### src/rtl/stim_ctrl_pkg.sv
// rtl/stim_ctrl_pkg.sv - state encoding, default timing constants and counter sizing for stim_controller
package stim_ctrl_pkg;

  typedef enum logic [1:0] {
    S_IDLE    = 2'd0,
    S_STIM    = 2'd1,
    S_REFRACT = 2'd2
  } state_t;

  localparam int unsigned DEF_PERSIST    = 4;
  localparam int unsigned DEF_PULSE_ON   = 8;
  localparam int unsigned DEF_PULSE_OFF  = 8;
  localparam int unsigned DEF_NUM_PULSES = 5;
  localparam int unsigned DEF_REFRACT    = 1000;
  localparam int unsigned DEF_CNT_W      = 16;

  // A counter running 0..n-1 needs $clog2(n) bits, but never fewer than one.
  function automatic int unsigned cnt_w(input int unsigned n);
    return (n > 1) ? $clog2(n) : 1;
  endfunction

endpackage

### src/rtl/stim_pulse_gen.sv
// rtl/stim_pulse_gen.sv - ON/OFF pulse train generator; pulse is registered, done marks the last OFF cycle
module stim_pulse_gen
  import stim_ctrl_pkg::*;
#(
  parameter int unsigned PULSE_ON   = DEF_PULSE_ON,
  parameter int unsigned PULSE_OFF  = DEF_PULSE_OFF,
  parameter int unsigned NUM_PULSES = DEF_NUM_PULSES
) (
  input  logic clk,
  input  logic rst,
  input  logic start,
  input  logic abort,
  output logic pulse,
  output logic done
);

  localparam int unsigned PH_MAX = (PULSE_ON > PULSE_OFF) ? PULSE_ON : PULSE_OFF;
  localparam int unsigned PH_W   = cnt_w(PH_MAX);
  localparam int unsigned NP_W   = cnt_w(NUM_PULSES);

  logic            active;
  logic [PH_W-1:0] phase_cnt;
  logic [NP_W-1:0] pulse_cnt;
  logic            on_end;
  logic            off_end;
  logic            last_pulse;

  assign on_end     = pulse && (phase_cnt == PH_W'(PULSE_ON - 1));
  assign off_end    = active && !pulse && (phase_cnt == PH_W'(PULSE_OFF - 1));
  assign last_pulse = (pulse_cnt == NP_W'(NUM_PULSES - 1));
  assign done       = off_end && last_pulse;

  always_ff @(posedge clk) begin
    if (rst || abort) begin
      active    <= 1'b0;
      pulse     <= 1'b0;
      phase_cnt <= '0;
      pulse_cnt <= '0;
    end else if (start) begin
      active    <= 1'b1;
      pulse     <= 1'b1;
      phase_cnt <= '0;
      pulse_cnt <= '0;
    end else if (active) begin
      if (pulse) begin
        if (on_end) begin
          pulse     <= 1'b0;
          phase_cnt <= '0;
        end else begin
          phase_cnt <= phase_cnt + 1'b1;
        end
      end else if (off_end) begin
        phase_cnt <= '0;
        if (last_pulse) begin
          active <= 1'b0;
        end else begin
          pulse_cnt <= pulse_cnt + 1'b1;
          pulse     <= 1'b1;
        end
      end else begin
        phase_cnt <= phase_cnt + 1'b1;
      end
    end
  end

endmodule

### src/rtl/stim_controller.sv
// rtl/stim_controller.sv - persistence-gated stimulation FSM (IDLE/STIM/REFRACT)
// Optional train counter output event_cnt enabled by macro STIM_CTRL_EVENT_CNT_EN.
module stim_controller
  import stim_ctrl_pkg::*;
#(
  parameter int unsigned PERSIST    = DEF_PERSIST,
  parameter int unsigned PULSE_ON   = DEF_PULSE_ON,
  parameter int unsigned PULSE_OFF  = DEF_PULSE_OFF,
  parameter int unsigned NUM_PULSES = DEF_NUM_PULSES,
  parameter int unsigned REFRACT    = DEF_REFRACT,
  parameter int unsigned CNT_W      = DEF_CNT_W
) (
  input  logic             clk,
  input  logic             rst,
  input  logic             en,
  input  logic             detect,
  input  logic             sample_valid,
  output logic             stim_out,
  output logic             busy,
  output logic [1:0]       state_o
`ifdef STIM_CTRL_EVENT_CNT_EN
  ,
  output logic [CNT_W-1:0] event_cnt
`endif
);

  localparam int unsigned PS_W = cnt_w(PERSIST);
  localparam int unsigned RF_W = cnt_w(REFRACT);

  state_t          state;
  logic [PS_W-1:0] persist_cnt;
  logic [RF_W-1:0] ref_cnt;
  logic            accepted;
  logic            trigger;
  logic            train_done;

  // en is active-low: a high level disables the block and aborts any train.
  assign accepted = sample_valid && !en;
  assign trigger  = (state == S_IDLE) && accepted && detect &&
                    (persist_cnt == PS_W'(PERSIST - 1));
  assign busy     = (state != S_IDLE);
  assign state_o  = state;

  stim_pulse_gen #(
    .PULSE_ON   (PULSE_ON),
    .PULSE_OFF  (PULSE_OFF),
    .NUM_PULSES (NUM_PULSES)
  ) u_pulse_gen (
    .clk   (clk),
    .rst   (rst),
    .start (trigger),
    .abort (en),
    .pulse (stim_out),
    .done  (train_done)
  );

  always_ff @(posedge clk) begin
    if (rst || en) begin
      state       <= S_IDLE;
      persist_cnt <= '0;
      ref_cnt     <= '0;
    end else begin
      case (state)
        S_IDLE: begin
          if (trigger) begin
            state       <= S_STIM;
            persist_cnt <= '0;
          end else if (accepted) begin
            persist_cnt <= detect ? persist_cnt + 1'b1 : '0;
          end
        end
        S_STIM: begin
          if (train_done) begin
            state   <= S_REFRACT;
            ref_cnt <= '0;
          end
        end
        S_REFRACT: begin
          if (ref_cnt == RF_W'(REFRACT - 1)) begin
            state       <= S_IDLE;
            ref_cnt     <= '0;
            persist_cnt <= '0;
          end else begin
            ref_cnt <= ref_cnt + 1'b1;
          end
        end
        default: begin
          state       <= S_IDLE;
          persist_cnt <= '0;
          ref_cnt     <= '0;
        end
      endcase
    end
  end

`ifdef STIM_CTRL_EVENT_CNT_EN
  always_ff @(posedge clk) begin
    if (rst) begin
      event_cnt <= '0;
    end else if (trigger && (event_cnt != {CNT_W{1'b1}})) begin
      event_cnt <= event_cnt + 1'b1;
    end
  end
`endif

endmodule

### config.mk
export PLATFORM = sky130hd
export DESIGN_NAME = stim_controller
export DESIGN_NICKNAME = d
export VERILOG_FILES = /design/src/rtl/stim_ctrl_pkg.sv /design/src/rtl/stim_pulse_gen.sv /design/src/rtl/stim_controller.sv
export SDC_FILE = /design/constraint.sdc
export NUM_CORES = 1
export LEC_CHECK = 0
export ABC_CLOCK_PERIOD_IN_PS = 4130
export BUFFER_PORTS_ARGS = -buffer_cell sky130_fd_sc_hd__buf_4
export CORE_UTILIZATION = 30
export DETAILED_ROUTE_END_ITERATION = 8
export PLACE_DENSITY = 0.47
export SLEW_MARGIN = 20
export SYNTH_ARGS = -nofsm -noshare
export SYNTH_HDL_FRONTEND = slang
export SYNTH_SLANG_ARGS = --single-unit
### constraint.sdc
create_clock -name clk -period 4.13 [get_ports clk]
set_input_delay 0.413 -clock clk [delete_from_list [all_inputs] [get_ports clk]]
set_output_delay 0.413 -clock clk [all_outputs]
set_load 0.02 [all_outputs]
==> flow_summary.ini, run 1 <==
[drt]
ant_nets = 0
dr.first_iter.drc_count = 35
route.vias.total = 972
wl_met1_mm = 1.191
wl_met3_microns = 52
post_drt_wl_per_cell_microns = 12.60
vias_per_cell = 5.170
drc_errors = 0
postRouteWirelength_mm = 2.368
firstDrtPassIters = 4
routed.top_layer = met3
wl_met2_mm = 1.125

[die]
fp.dieW_microns = 64.55
io-pin-count = 9
die-area_sq_mm = 0.004166
core_sq_mm = 0.003716
start_util_pct = 31.58
rows = 22
die_h_microns = 64.55

[synthesis]
synth_nets = 145
yosysTopAreaCellShare_pct = 37.53
synth_top_family_by_area = simple AND/OR/NAND/NOR gates
synth_flop_cell = dfxtp_1
yosysSeqAreaShare_pct = 37.53
ys_ff_latch = 22
ys_warn_count = 0
avgSynthCellArea_sq_um = 8.758
synth-xor-area-share_pct = 1.493
synth_compound_area_share_pct = 19.94
synthSimpleGateAreaFrac_pct = 27.08
ys_top_cells_by_area = dfxtp_1 (38%), a21oi_1 (7.7%), ha_1 (6.4%), o31ai_1 (3.8%), or4_1 (3.8%)
synth.largest_area_cell = dfxtp_1
yosysMostFrequentCell = dfxtp_1
syn_inst = 134
synth_edf_count = 0
async_flop_share_pct = 0
synth.mux.area_fraction_pct = 1.706
yosysUniqueCellTypes = 35
syn-cell-area_sq_mm = 0.001174
yosys.area_share.adder_pct = 6.397
netlist_top_cells_count = dfxtp_1 (22), a21oi_1 (18), nand2_1 (11)

[cts]
ctsResizeCount = 0
cts_buffers = 3
cts.sinks = 22
clock_path_buffers = 2
cts_tree = built
postCtsSetupBuffers = 0
clkTransAtPathRegs_ns = 0.08
htreeDepth = 1
clock_latency_ns = 0.26
cts_hold_buf = 0
cts_root_buffer = clkbuf_8

[setup_path]
critPathMaxFanout = 15
crit_required_ns = 4.32
critPathLaunchType = flop
endpoint_kind = flop
crit_arrival_ns = 2.30
crit_type = reg2reg

[timing]
max_slew_margin_pct = 62.63
max_freq_ghz = 0.4739
whs_ns = 0.4815
final.min_clock_period_ns = 2.110
period_share_pct = 51.09
layout_setup_ws_ns = 2.020
maxSlewViolCount = 0
hold_viol = 0
worstMarginPinSlew_ns = 0.5594
tns_ns = 0
finalSetupViolations = 0
clock_skew_ns = 0.007574
rsz0062_at_grt = false

[power_and_ir_drop]
totalPowerFinal_uw = 423.4
ir_worst_vdd_mv = 0.2182
power_density_mw_per_mm2 = 321.1
power.leakage_uw = 0.0004274

[placement]
pre_cts_ws_ns = 2.068
portBuffers = 8
placed_cell_area_sq_mm = 0.001247
gp_congestion = 0.7548
dpl.hpwl_mm = 1.756

[final_layout]
fillCellCount = 405
diodes = 0
layout-drive-gt1-share_pct = 11.43
nets = 152
fin_area_sq_mm = 0.001319
syn_to_final_growth_pct = 12.37

[status]
status = finished clean

[hold_path]
hold_class = reg2reg

[grt]
antenna_found_initial = 0
track_usage_pct = 12.12
gr-total-overflow = 0
grt_max_degree = 16
grt_pass1_wl_mm = 3.981
grt_pass1_vias = 901

[job]
cap_violations = 0
## metal layers
metal | vias up | global-route usage [%]
met5 | - | 0
met4 | 0 | 2.500
met3 | 0 | 3.169
met2 | 7 | 20.39
met1 | 456 | 15.48
li1 | 509 | -
## final cells by class
class	count	area [sq um]	area share, %
Sequential cell	22	440.4	33.40
Tap cell	48	60.06	4.554
Clock buffer	3	41.29	3.131
Inverter	6	22.52	1.708
Timing Repair Buffer	8	60.06	4.554
Clock inverter	1	30.03	2.277
Multi-Input combinational cell	100	664.4	50.38
## critical path, stage by stage (launching register included)
cell and delay (ns):
dfxtp_1 0.36, ha_1 0.16, ha_1 0.20, and3b_1 0.32, a41oi_4 0.26, or4_1 0.57, a21oi_1 0.15
## flip-flops by register name (all words and copies together) (netlist names)
name	flops
persist_cnt	2
u_pulse_gen.pulse	1
u_pulse_gen.active	1
u_pulse_gen.phase_cnt	3
ref_cnt	10
u_pulse_gen.pulse_cnt	3
state_o	2
## path summary, 6_finish.rpt
| kind | end | slack [ns] | startpoint | depth (start not counted) |
|---|---|---|---|---|
| hold reg to reg | persist_cnt[1] | 0.48 | persist_cnt[1] | 2 |
| setup reg to reg | ref_cnt[9] | 2.02 | u_pulse_gen.phase_cnt[0] | 6 |
| setup / recovery | ref_cnt[9] | 2.02 | u_pulse_gen.phase_cnt[0] | 6 |
| hold / removal | persist_cnt[1] | 0.48 | persist_cnt[1] | 2 |
## layout by cell type (no fill, tap or decap), types with 3 or more instances in the layout
master	n
dfxtp_1	22
a21oi_1	18
nand2_1	11
nand3_1	8
buf_4	8
nor2_1	7
inv_1	6
o31ai_1	6
or4_1	6
ha_1	6
nand4_1	4
a31oi_1	3
nand3b_1	3
clkbuf_8	3
## cell families (layout without fill, tap and decap cells)
group	count (synthesis)	count (layout)
xor gates and xnor gates	2	2
adders and majority gates	6	6
muxes	2	2
AOI/OAI and AO/OA	35	35
buffers and inverters	12	18
DFF	22	22
and+or+nand+nor	55	55
## power by group
part	switching [uW]	leakage (uW)	internal [uW]
clock	71.6	0.0000357	129
combinational	5.56	0.000215	4.53
sequential	0.188	0.000177	212
## per-stage QoR
stage,instances,utilization (%)
after global placement,184,33.57
final,188,35.49
after CTS,188,35.49
after detailed placement,184,33.57
after global routing,188,35.49
after floorplan,134,-
(Power assumes the default switching activity.)
==> inputs of run 2 (changes only) <==
--- a/config.mk
+++ b/config.mk
@@ -5,11 +5,11 @@
 export SDC_FILE = /design/constraint.sdc
 export NUM_CORES = 1
 export LEC_CHECK = 0
-export ABC_CLOCK_PERIOD_IN_PS = 4130
+export ABC_CLOCK_PERIOD_IN_PS = 1860
 export BUFFER_PORTS_ARGS = -buffer_cell sky130_fd_sc_hd__buf_4
 export CORE_UTILIZATION = 30
 export DETAILED_ROUTE_END_ITERATION = 8
-export PLACE_DENSITY = 0.47
+export PLACE_DENSITY = 0.48
 export SLEW_MARGIN = 20
 export SYNTH_ARGS = -nofsm -noshare
 export SYNTH_HDL_FRONTEND = slang
==> constraint.sdc (replaced) <==
create_clock -name clk -period 1.86 [get_ports clk]
set_input_delay 0.186 -clock clk [delete_from_list [all_inputs] [get_ports clk]]
set_output_delay 0.186 -clock clk [all_outputs]
set_load 0.02 [all_outputs]
==> flow_summary.ini, run 2 (synthesis gave the netlist of run 1 again) <==
[setup_path]
endpoint_kind = flop
path_buf_inv = 0
r2r_start = u_pulse_gen.phase_cnt[0]
rr_worst_depth = 6
slowest_stage = or4_1
critPathMaxFanout = 6
worstReg2RegEnd = ref_cnt[5]
reg2reg_slack_ns = 0.01
crit_required_ns = 2.06
crit_cells = 6
crit_top_cell = ha_1
critical_path.top_delay_family = simple AND/OR/NAND/NOR gates
cp_slowest_stage_delay_ns = 0.52
crit_type = reg2reg
crit_arrival_ns = 2.05
cp_cell_sequence = ha_1 > ha_1 > and3b_2 > a41oi_4 > or4_1 > a21oi_1
critPathLaunchType = flop

[timing]
maxSlewViolCount = 0
worstMarginPinSlew_ns = 0.5854
max_slew_margin_pct = 60.92
finalSetupViolations = 0
layout_setup_ws_ns = 0.01022
clock_skew_ns = 0.01027
final.min_clock_period_ns = 1.850
max_freq_ghz = 0.5406
tns_ns = 0
rsz0062_at_grt = true
hold_viol = 0
period_share_pct = 99.45
whs_ns = 0.2830

[hold_path]
hold-path-cell-count = 4
holdPathEnd = persist_cnt[1]
min_from = detect
hold_class = in2reg

[drt]
routed.top_layer = met4
ant_nets = 0
postRouteWirelength_mm = 2.738
wl_met2_mm = 1.335
wl_met1_mm = 1.295
firstDrtPassIters = 4
route.vias.total = 1052
wl_met3_microns = 88
post_drt_wl_per_cell_microns = 13.76
vias_per_cell = 5.286
dr.first_iter.drc_count = 54
drc_errors = 0

[cts]
clkTransAtPathRegs_ns = 0.09
htreeDepth = 1
clock_latency_ns = 0.27
cts.sinks = 22
cts_root_buffer = clkbuf_8
cts_buffers = 3
cts_tree = built
clock_path_buffers = 2

[placement]
dpl.hpwl_mm = 1.831
gp_congestion = 0.7749
portBuffers = 8
pre_cts_ws_ns = -0.03415
placed_cell_area_sq_mm = 0.001315

[final_layout]
largest_reg_flops = 10
nets = 163
mostFrequentLayoutCells = dfxtp_1 (20), a21oi_1 (18), buf_4 (17)
final_common_cell = dfxtp_1
seq_area_sq_um = 442.9
multiInputGateArea_sq_um = 719.4
fillCellCount = 383
reg.largest.list = ref_cnt (10), u_pulse_gen.phase_cnt (3), u_pulse_gen.pulse_cnt (3)
diodes = 0
top_register = ref_cnt
layout-drive-gt1-share_pct = 21.85
fin_area_sq_mm = 0.001455
syn_to_final_growth_pct = 23.99

[die]
start_util_pct = 31.58
fp.dieW_microns = 64.55
die_h_microns = 64.55
io-pin-count = 9
die-area_sq_mm = 0.004166
rows = 22
core_sq_mm = 0.003716

[status]
status = finished clean

[grt]
grt_max_degree = 14
grt_pass1_vias = 978
grt_pass1_wl_mm = 4.464
gr-total-overflow = 0
antenna_found_initial = 0
track_usage_pct = 13.61

[power_and_ir_drop]
power.leakage_uw = 0.0004841
power_density_mw_per_mm2 = 651.4
ir_worst_vdd_mv = 0.4293

[job]
cap_violations = 0
run 2: changes by cell type in the layout (fill, tap and decap cells not counted), sizes merged:
cell and change:
buf +10, a41oi +1
run 2: cell type report:
| type | count | share of cell area (%) |
|---|---|---|
| Timing Repair Buffer | 18 | 9.544 |
| Clock buffer | 3 | 2.837 |
| Inverter | 6 | 1.548 |
| Tap cell | 48 | 4.127 |
| Sequential cell | 22 | 30.44 |
| Multi-Input combinational cell | 101 | 49.44 |
| Clock inverter | 1 | 2.064 |
run 2: metal layers:
metal | track usage, % | vias up
met3 | 3.169 | 2
met5 | 0 | -
met2 | 21.71 | 20
met4 | 2.500 | 0
met1 | 18.73 | 491
li1 | - | 539
run 2: worst max-delay path by stage:
stage | slack, ns | startpoint | end
after floorplan | 0.04 | u_pulse_gen.phase_cnt[0] | ref_cnt[4]
after global placement | 0.003 | u_pulse_gen.phase_cnt[0] | ref_cnt[5]
after detailed placement | -0.03 | u_pulse_gen.phase_cnt[0] | ref_cnt[9]
after CTS | 0.007 | u_pulse_gen.phase_cnt[0] | state_o[1]
after global routing | -0.06 | u_pulse_gen.phase_cnt[0] | ref_cnt[5]
final | 0.01 | u_pulse_gen.phase_cnt[0] | ref_cnt[5]
run 2: what timing repair did:
| item | in CTS | in global routing |
|---|---|---|
| hold buffers | 0 | 0 |
| buffers inserted | 0 | 1 |
| gates resized for setup | 4 | 6 |
| pin swaps | 5 | 3 |
| cloned | 1 | 0 |
| endpoints found under the setup margin | 7 | 9 |
run 2: power by group:
part,internal [uW],switching (uW),leakage [uW],total (uW)
combinational,10.5,12.2,0.000270,22.6
sequential,471,0.388,0.000178,471
clock,288,166,0.0000357,454
total,769,179,0.000484,948
run 2: worst min-delay path: stages:
cell     delay, ns
buf_4         0.11
nand4_1       0.06
a21o_1        0.08
a21oi_1       0.06
run 2: per-stage QoR:
step,instances,power (uW),utilization (%)
2_1_floorplan,134,494.7,-
3_3_place_gp,193,505.0,35.39
3_5_place_dp,193,505.0,35.39
4_1_cts,198,957.2,38.08
5_1_grt,199,980.1,39.16
6_report,199,947.9,39.16
==> inputs of run 3 (changes only) <==
--- a/config.mk
+++ b/config.mk
@@ -7,6 +7,7 @@
 export LEC_CHECK = 0
 export ABC_CLOCK_PERIOD_IN_PS = 1860
 export BUFFER_PORTS_ARGS = -buffer_cell sky130_fd_sc_hd__buf_4
+export CORE_MARGIN = 3
 export CORE_UTILIZATION = 30
 export DETAILED_ROUTE_END_ITERATION = 8
 export PLACE_DENSITY = 0.48
==> flow_summary.ini, run 3 (synthesis gave the netlist of run 1 again) <==
[status]
status = finished clean

[timing]
clock_skew_ns = 0.003074
rsz0062_at_grt = true
final.min_clock_period_ns = 1.817
hold_viol = 0
finalSetupViolations = 0
max_freq_ghz = 0.5502
max_slew_margin_pct = 70.92
period_share_pct = 97.71
layout_setup_ws_ns = 0.04259
worstMarginPinSlew_ns = 0.4357
maxSlewViolCount = 0

[setup_path]
endpoint_kind = flop
path_buf_inv = 0
crit_required_ns = 2.06
crit_top_cell = ha_4
cp_cell_sequence = ha_4 > ha_4 > and3b_2 > a41oi_4 > or4_1 > a21oi_2
crit_arrival_ns = 2.02
critical_path.top_delay_family = simple AND/OR/NAND/NOR gates
slowest_stage = or4_1
cp_slowest_stage_delay_ns = 0.54
critPathMaxFanout = 6
critPathLaunchType = flop
crit_type = reg2reg

[grt]
antenna_found_initial = 0
track_usage_pct = 12.58
gr-total-overflow = 0
grt_pass1_wl_mm = 4.540
grt_pass1_vias = 917
grt_max_degree = 13

[power_and_ir_drop]
power_density_mw_per_mm2 = 571.8
sw_frac_of_total_pct = 20.44
ir_worst_vdd_mv = 0.3654
internal_power_uw = 668.8
seqPwrFrac_pct = 55.9
combPwrFrac_pct = 2.8
switchingPower_uw = 171.8
pwr-share-clk_pct = 41.3
power.leakage_uw = 0.0004783

[final_layout]
instances_no_fill = 200
fillCellCount = 386
diodes = 0
largest_reg_flops = 10
reg.largest.list = ref_cnt (10), u_pulse_gen.phase_cnt (3), u_pulse_gen.pulse_cnt (3)
nets = 164
fin_area_sq_mm = 0.001470
final_common_cell = dfxtp_1
top_register = ref_cnt
seq_area_sq_um = 445.4
multiInputGateArea_sq_um = 740.7
syn_to_final_growth_pct = 25.27
post-route-util_pct = 39.56
mostFrequentLayoutCells = dfxtp_1 (20), buf_4 (18), a21oi_1 (14)
layout-drive-gt1-share_pct = 26.97

[placement]
dp_cells = 192
dpl.hpwl_mm = 1.859
placed_cell_area_sq_mm = 0.001308
gp_congestion = 0.7486
pre_cts_ws_ns = -0.08350
portBuffers = 8

[drt]
dr.first_iter.drc_count = 32
postRouteWirelength_mm = 2.642
ant_nets = 0
route.vias.total = 1027
drc_errors = 0
post_drt_wl_per_cell_microns = 13.21
vias_per_cell = 5.135
firstDrtPassIters = 4

[die]
io-pin-count = 9
rows = 22
start_util_pct = 31.58
core_sq_mm = 0.003716
fp.dieW_microns = 68.55
die-area_sq_mm = 0.004698
die_h_microns = 68.55

[cts]
cts_root_buffer = clkbuf_8
clock_latency_ns = 0.26
cts_hold_buf = 0
cts.sinks = 22
cts_buffers = 3
clkTransAtPathRegs_ns = 0.08
cts_tree = built
clock_path_buffers = 2
htreeDepth = 1

[job]
cap_violations = 0

[hold_path]
hold_class = in2reg
## run 3: cell count changes in the layout (fill, tap and decap cells not counted), moves of 2 or more
cell	delta
a21oi_2	+4
a21oi_1	-4
ha_4	+2
or4_1	-2
or4_4	+2
ha_1	-2
## run 3: stage by stage
stage | total power (uW) | hold WS, ns | TNS, ns
after floorplan | 494.7 | 0.4114 | 0
after global placement | 505.0 | 0.4657 | -0.0002180
after detailed placement | 505.5 | 0.4671 | -0.3001
after CTS | 856.8 | 0.2720 | 0
after global routing | 878.9 | 0.2880 | -0.01029
final | 840.6 | 0.2760 | 0
## run 3: metal layers
metal  routed length, microns  vias up  track usage (%)
li1                         -      538                -
met1                     1359      481            19.31
met2                     1212        6            17.76
met3                       59        2            3.404
met4                       10        0            1.489
met5                        0        -                0
## run 3: final cells by class
class                   instances  area share, %
flip-flops and latches         22          30.30
well taps                      48          4.085
inverters                       6          1.532
clock buffers                   4          3.745
repair buffers                 19          9.957
multi-input cells             101          50.38
## run 3: path summary, 6_finish.rpt
path | start | endpoint | slack, ns | cells after the start
worst min-delay path | detect | persist_cnt[1] | 0.28 | 4
worst max-delay path | u_pulse_gen.phase_cnt[1] | ref_cnt[9] | 0.04 | 6
worst max register to register | u_pulse_gen.phase_cnt[1] | ref_cnt[9] | 0.04 | 6
worst min register to register | persist_cnt[1] | persist_cnt[1] | 0.47 | 2
## run 3: tightest hold or removal path, delay by kind of cell
kind / cells / cell delay (ns)
buffers and inverters: 1 / 0.11
AO/OA/AOI/OAI: 2 / 0.13
AND/OR/NAND/NOR: 1 / 0.06
## run 3: power groups by stage
stage,clock (uW),sequential (uW),combinational [uW]
2_1_floorplan,0,482,12.3
3_3_place_gp,0,482,22.6
3_5_place_dp,0,483,23.0
4_1_cts,362,471,23.4
5_1_grt,383,470,26.0
6_report,347,470,23.9
## run 3: what timing repair did
| item | 4_1_cts | 5_1_grt |
|---|---|---|
| setup endpoints to repair | 8 | 10 |
| gates resized for setup | 4 | 14 |
| gates cloned | 1 | 0 |
| setup buffers | 1 | 2 |
| pin swaps | 4 | 7 |
